File: src/rtl/riscv_pkg.sv
// Shared RV32I core constants: datapath width, result-select encodings and the x0 index.
// Used by control, the pipeline registers and the writeback stage.
package riscv_pkg;

  localparam int XLEN = 32;

  localparam logic [1:0] RESULT_ALU = 2'b00;
  localparam logic [1:0] RESULT_MEM = 2'b01;
  localparam logic [1:0] RESULT_PC4 = 2'b10;

  localparam logic [4:0] REG_ZERO = 5'd0;

endpackage

File: src/rtl/wb_result_mux.sv
// 4:1 writeback result select. The reserved encoding yields zero so no X leaves the stage.
// Also instantiated by the forwarding unit.
module wb_result_mux
  import riscv_pkg::*;
#(
  parameter int W = XLEN
) (
  input  logic [1:0]   sel,
  input  logic [W-1:0] alu_result,
  input  logic [W-1:0] read_data,
  input  logic [W-1:0] pc_plus4,
  output logic [W-1:0] result
);

  always_comb begin
    result = '0;
    case (sel)
      RESULT_ALU: result = alu_result;
      RESULT_MEM: result = read_data;
      RESULT_PC4: result = pc_plus4;
      default:    result = '0;
    endcase
  end

endmodule

File: src/rtl/wb_regfile.sv
// Writeback stage: result select, architectural register file with write-through
// bypass to the two Decode read ports, and the retired-instruction counter.
module wb_regfile
  import riscv_pkg::*;
#(
  parameter int XLEN  = riscv_pkg::XLEN,
  parameter int NREGS = 32,
  parameter int CNT_W = 64
) (
  input  logic             clk,
  input  logic             reset,
  input  logic             RegWriteW,
  input  logic [1:0]       ResultSrcW,
  input  logic [XLEN-1:0]  ALUResultW,
  input  logic [XLEN-1:0]  ReadDataW,
  input  logic [XLEN-1:0]  PCPlus4W,
  input  logic [XLEN-1:0]  InstrW,
  input  logic [4:0]       RdW,
  input  logic [4:0]       Rs1D,
  input  logic [4:0]       Rs2D,
  output logic [XLEN-1:0]  RD1D,
  output logic [XLEN-1:0]  RD2D,
  output logic [XLEN-1:0]  ResultW,
  output logic [CNT_W-1:0] InstretW
);

  logic             write_en;
  logic [XLEN-1:0]  rf_view [NREGS];
  logic [CNT_W-1:0] instret_reg;
  logic [CNT_W-1:0] instret_next;

  wb_result_mux #(.W(XLEN)) u_result_mux (
    .sel        (ResultSrcW),
    .alu_result (ALUResultW),
    .read_data  (ReadDataW),
    .pc_plus4   (PCPlus4W),
    .result     (ResultW)
  );

  // Gating by reset also disables the bypass, so reads during reset show storage.
  assign write_en = RegWriteW && (RdW != REG_ZERO) && !reset;

  // x0 has no storage; the remaining registers each get their own flop bank.
  generate
    for (genvar gi = 0; gi < NREGS; gi++) begin : g_reg
      if (gi == 0) begin : g_zero
        assign rf_view[gi] = '0;
      end else begin : g_store
        logic [XLEN-1:0] q_reg;
        always_ff @(posedge clk) begin
          if (reset) begin
            q_reg <= '0;
          end else if (write_en && (RdW == 5'(gi))) begin
            q_reg <= ResultW;
          end
        end
        assign rf_view[gi] = q_reg;
      end
    end
  endgenerate

  always_comb begin
    RD1D = rf_view[Rs1D];
    if (write_en && (RdW == Rs1D)) begin
      RD1D = ResultW;
    end
  end

  always_comb begin
    RD2D = rf_view[Rs2D];
    if (write_en && (RdW == Rs2D)) begin
      RD2D = ResultW;
    end
  end

  // Any non-zero instruction word retires, including stores and branches.
  always_comb begin
    instret_next = instret_reg;
    if (InstrW != '0) begin
      instret_next = instret_reg + CNT_W'(1);
    end
  end

  always_ff @(posedge clk) begin
    if (reset) begin
      instret_reg <= '0;
    end else begin
      instret_reg <= instret_next;
    end
  end

  assign InstretW = instret_reg;

endmodule

File: config.mk
export PLATFORM = sky130hd
export DESIGN_NAME = wb_regfile
export DESIGN_NICKNAME = d
export VERILOG_FILES = /design/src/rtl/riscv_pkg.sv /design/src/rtl/wb_result_mux.sv /design/src/rtl/wb_regfile.sv
export SDC_FILE = /design/constraint.sdc
export NUM_CORES = 2
export LEC_CHECK = 0
export ABC_AREA = 1
export CORE_UTILIZATION = 35
export DETAILED_ROUTE_END_ITERATION = 12
export SLEW_MARGIN = 0
export SYNTH_ARGS = -nofsm -noshare
export SYNTH_HDL_FRONTEND = slang
export SYNTH_SLANG_ARGS = --single-unit
File: constraint.sdc
create_clock -name clk -period 3.14 [get_ports clk]
set_input_delay 0.471 -clock clk [delete_from_list [all_inputs] [get_ports clk]]
set_output_delay 0.471 -clock clk [all_outputs]
set_load 0.02 [all_outputs]
Word level (Yosys, flattened, before mapping)
Cells that the tools add are included.
Storage, ports and cells
  flip-flop bits (word level): 1056
  input port bits: 148
Operators by class
  equal/unequal tests: 35
  add/sub/neg operators: 1
  multiplexer cells: 9
  magnitude comparators: 2
  bitwise gates (word level): 2
  reduce and logical (&&, ||, !) cells: 39
Operators with widths (count)
  $bmux W32 S5: 2
  $mux W32: 6
  $pmux W32 S3: 1
  $eq A5 B5 Y1 const B: 16
  $add A64 B1 Y64 const B: 1
  $eq A5 B4 Y1 const B: 8
  $logic_and A1 B1 Y1: 35
  $reduce_bool A32 Y1: 1
  $eq A5 B3 Y1 const B: 4
  $ge A6 B6 Y1 const B: 2
  $not A5 Y6: 2
  $eq A5 B2 Y1 const B: 2
  $eq A5 B5 Y1: 2
  $eq A5 B1 Y1 const B: 1
  $reduce_bool A5 Y1: 1
  $eq A2 B1 Y1 const B: 1
  $eq A2 B2 Y1 const B: 1
  $logic_not A2 Y1: 1
  $logic_not A1 Y1: 1

Longest topological paths before layout
  depth after elaboration: 5
  gate-level depth with buffers: 12

By module
From an unflattened synthesis, not the netlist that was laid out.
Unflattened totals
  cell total of the unflattened synthesis: 9857
  area, all modules: 59250.6 um^2
By module, submodules not included
  wb_regfile: area each 58468.6 um^2, cells an instance 9709, instances 1, sequential area each 21140.3 um^2
  wb_result_mux: area each 782.0 um^2, cells an instance 148, instances 1, sequential area each 0.0 um^2

Worst setup path before layout
Ideal clock, no wire load.
  path kind: input -> output
  from: in ResultSrcW[0]
  to: out RD1D[8]
  data required time: 2.669 ns
  buffers on the path: 2
  data arrival time: 2.167 ns
  stages: 7
  slack: 0.502 ns
  path through: inv_1 nand2_1 buf_2 o211ai_1 inv_1 clkbuf_1 o21ai_0
Between the ends
  cells in the longest elaborated chain, start to end: 3
  elaborated cells between the ends (all ways): 5
  classes of those cells: eq/ne: 2; mux: 2; reduce/logical: 1
Ends and longest elaborated chain
  start, declared: line wb_regfile.sv:13  | input logic [1:0] ResultSrcW,
  $eq A2 B2 Y1 (tied with other cells): line wb_result_mux.sv:17  | case (sel)
  $pmux W32 S3 (*): line wb_result_mux.sv:17
  net ResultW[8]: line wb_regfile.sv:23  | output logic [XLEN-1:0] ResultW,
  $mux W32 (*): line wb_regfile.sv:64  | if (write_en && (RdW == Rs1D)) begin
  end, declared: line wb_regfile.sv:21  | output logic [XLEN-1:0] RD1D,
Mark *: on every way through the listed nets, which the timed path passes. The rest lies on a longest branch.

Final worst setup path
  from: in Rs2D[0]
  to: out RD2D[3]
Between the ends
  cells in the longest elaborated chain, start to end: 5
  elaborated cells between the ends (all ways): 7
  classes of those cells: eq/ne: 1; mux: 4; bitwise: 1; reduce/logical: 1
Ends and longest elaborated chain
  start, declared: line wb_regfile.sv:20  | input logic [4:0] Rs2D,
  $not A5 Y6 (not written as such): line wb_regfile.sv:70  | RD2D = rf_view[Rs2D];
  $bmux W32 S5: line wb_regfile.sv:70
  $mux W32 (not written as such) (2 in series): line wb_regfile.sv:70
  $mux W32 (*): line wb_regfile.sv:71  | if (write_en && (RdW == Rs2D)) begin
  end, declared: line wb_regfile.sv:22  | output logic [XLEN-1:0] RD2D,
Every way passes the cells marked *; elsewhere a longest branch is shown, timed or not. The select of a mux whose other input is x is not followed.

==> run summary <==
Max FO, Critical Path: 33
HPWL Detailed: 174000 um
Initial antenna violation count: 12
Min-Delay Endpoint: g_reg[1].g_store.q_reg[11]
Maximum Capacitance Violations: 0
Pwr Density: 479 nW/um^2
Rel. slew slack: 0.236
Most used routing layer: met2
Fillcell total: 16400
CP max stage cell: nand3_2
Worst slew pin tran: 1.13 ns
Worst min path class: input pin to flop
Layout cells sized above 1: 0.0968
Net Count, Synth: 8913
Crit path DAT: 2.63 ns
Final Cycle Share: 0.987
Number of global-route vias before repair: 59400
Vias per cell: 5.92
GP Congestion: 0.954
Chip width: 405 um
Post-DRT Antenna Nets: 0
Place WS: -0.401 ns
Yosys Warn Count: 0
Sequential Area: 21100 um^2
DRT iter0 DRCs: 9386
Setup crit end kind: primary output
Fmax: 323 MHz
Via count: 65900
Clk_lat worst skew: 0.77 ns
Slew Limit Fails: 0
H-Tree Depth: 3
CTS tree: done
Wire length per cell: 24.1 um
Setup TNS: 0 ns
Largest net degree at the start of global routing: 129
Grt met2 use: 0.447
Leakage power: 26.4 nW
Core area: 161000 um^2
M1 GR Usage: 0.425
R2R Setup Slk: 0.75 ns
Number of flip-flops under the largest register name: 992
RSZ-0062 raised after global routing: true
Status: completed
Die H: 405 um
Starting Density: 0.353
# clock sinks: 1056
Clk root buf: clkbuf_16
Max rail drop VDD: 0.471 mV
CTS Buf Count: 119
R2R depth: 8
Drt first pass iters: 9
Hold_ws: 0.467 ns
Seq/Total Area, Yosys: 0.372
Hold Path Depth: 3
FF+latch count, synth: 1056
Synth-to-Final Area Change: 22.6%
Area taken by multi-input logic gates: 30900 um^2
Crit Reg-Reg Endpoint: InstretW[55]
Cell variety after synth: 35
Final-report hold violation count: 0
CTS clk-pin slew, worst paths: 0.06 ns
Clock skew: 0.00835 ns
Deepest clock path buffer count: 3
CP cell instances: buf_8 -> inv_8 -> buf_12 -> buf_12 -> nand2_1 -> o211ai_1 -> nand3_1 -> nand3_1 -> nand3_2 -> nand3_1 -> o21ai_2 -> buf_4 -> buf_12
Placed Area: 65500 um^2
Synthesized area per cell: 6.49 um^2
Met3 Use GR: 0.108
Worst R2R Start: InstretW[0]
Die area: 164000 um^2
Post-route design area: 69700 um^2
Ports: 308
Gr usage total: 0.314
Crit path kind: input pin to primary output
Final #Nets: 9022
Setup violations, final: 0
Syn Inst Count: 8764
WL final: 269000 um
Type of origin of the critical path: input pin
Core Util, Final: 0.433
# port buffers: 307
Cell area after synthesis: 56900 um^2
Min Tclk post-route: 3.10 ns
Data required time of the worst path: 2.67 ns
Post-route setup slack: 0.0423 ns
CP max stage delay: 0.32 ns
First-pass GRT wire length: 391000 um
Grt ovf: 0
# rows: 147
DR DRC count: 0
HP Start: reset
[cell families after synthesis]
kind of cell / count (synthesis) / share of synthesized area
buffers and inverters: 1268 / 0.0880
and+or+nand+nor: 3626 / 0.274
adders and majority gates: 1 / 0.000220
DFF: 1056 / 0.372
xor gates and xnor gates: 14 / 0.00216
AOI/OAI and AO/OA: 2799 / 0.264
[cell usage in the layout, fill, tap and decap left out, drive strengths merged]
| cell type | count |
|---|---|
| dlygate4sd2 | 23 |
| clkinvlp | 5 |
| clkinv | 24 |
| inv | 412 |
| nand2 | 1774 |
| bufinv | 6 |
| nor3b | 4 |
| buf | 591 |
| dfxtp | 1056 |
| clkdlybuf4s50 | 220 |
| o21ai | 1281 |
| ha | 1 |
| nand3b | 3 |
| a31oi | 14 |
| nand4 | 21 |
| dlymetal6s2s | 4 |
| or3 | 1 |
| nor4 | 2 |
| clkbuf | 184 |
| xnor2 | 9 |
| xor2 | 5 |
| o21bai | 1 |
| nor3 | 18 |
| nand3 | 1320 |
| a21oi | 1122 |
| nor2 | 483 |
| diode | 4 |
| a211oi | 76 |
| o211ai | 305 |
[critical path, delay by kind of cell]
family | cells | cell delay, ns
buffers and inverters | 6 | 1.08
AO/OA/AOI/OAI | 2 | 0.19
AND/OR/NAND/NOR | 5 | 0.83
[stage by stage]
| stage | total power, mW | instances |
|---|---|---|
| 6_report | 33.3 | 11100 |
| 5_1_grt | 34.2 | 11100 |
| 4_1_cts | 33.2 | 11100 |
| 3_5_place_dp | 19.1 | 10900 |
| 3_3_place_gp | 19.1 | 10900 |
| 2_1_floorplan | 16.3 | 8764 |
[cells in the mapped netlist]
cell type  number  area [um^2]
o211ai_2        4         50.1
nor2_4         17          191
a31oi_1        14         87.6
xor2_1          5         43.8
or3_1           1         6.26
nand2_1      1772         6650
o21ai_1        70          350
o21bai_1        1         7.51
buf_2         168          841
nand2_4         1         11.3
buf_1          90          338
a21oi_1      1122         5620
nand2_2         1         6.26
clkinv_1        4         15.0
inv_2          18         67.6
clkbuf_2        3         15.0
nor2_2          6         37.5
nor3_1         18         90.1
a211oi_1       76          571
buf_12          1         20.0
nand3b_1        3         22.5
dfxtp_1      1056        21100
o211ai_1      301         2260
clkbuf_1      587         2200
nor2_8          3         60.1
nand4_1        21          131
inv_1         394         1480
o21ai_0      1211         6060
xnor2_1         9         78.8
nor3b_1         4         30.0
nand3_1      1320         6610
nor2_1        457         1720
ha_1            1         12.5
buf_4           3         22.5
nor4_1          2         12.5
[metal layers]
| metal | vias to the layer above | wire [um] |
|---|---|---|
| met1 | 30500 | 108000 |
| met3 | 804 | 39200 |
| li1 | 30200 | - |
| met4 | 12 | 13300 |
| met5 | - | 78 |
| met2 | 4333 | 108000 |
[where the power goes]
| part | leakage, nW | internal, mW | switching, mW | total, mW |
|---|---|---|---|---|
| clock network | 1.93 | 8.22 | 6.08 | 14.3 |
| logic | 15.9 | 1.83 | 3.66 | 5.49 |
| registers | 8.51 | 13.5 | 0.0663 | 13.6 |
| total | 26.4 | 23.5 | 9.80 | 33.3 |
[how the worst max path moves through the flow]
stage / start / to / depth (start not counted)
2_1_floorplan: ResultSrcW[0] / RD1D[8] / 7
3_3_place_gp: ResultSrcW[0] / RD1D[7] / 10
3_5_place_dp: ResultSrcW[0] / RD1D[7] / 10
4_1_cts: RdW[3] / RD1D[22] / 11
5_1_grt: Rs2D[0] / RD2D[3] / 14
6_report: Rs2D[0] / RD2D[3] / 13
[area by class of cell]
cell class,instances,area share
inverters,416,0.0233
flip-flops and latches,1056,0.303
clock buffers,182,0.0509
repair buffers,840,0.135
clock inverters,31,0.00530
well taps,2160,0.0388
diodes,4,0.000144
multi-input cells,6440,0.443
[what timing repair did]
action,4_1_cts,5_1_grt
pin swaps,7,5
gates resized for setup,57,34
setup endpoints to repair,43,38
cloned,0,1
hold buffers,0,0
buffers inserted,3,3
Power figures use the tool's default switching activity.
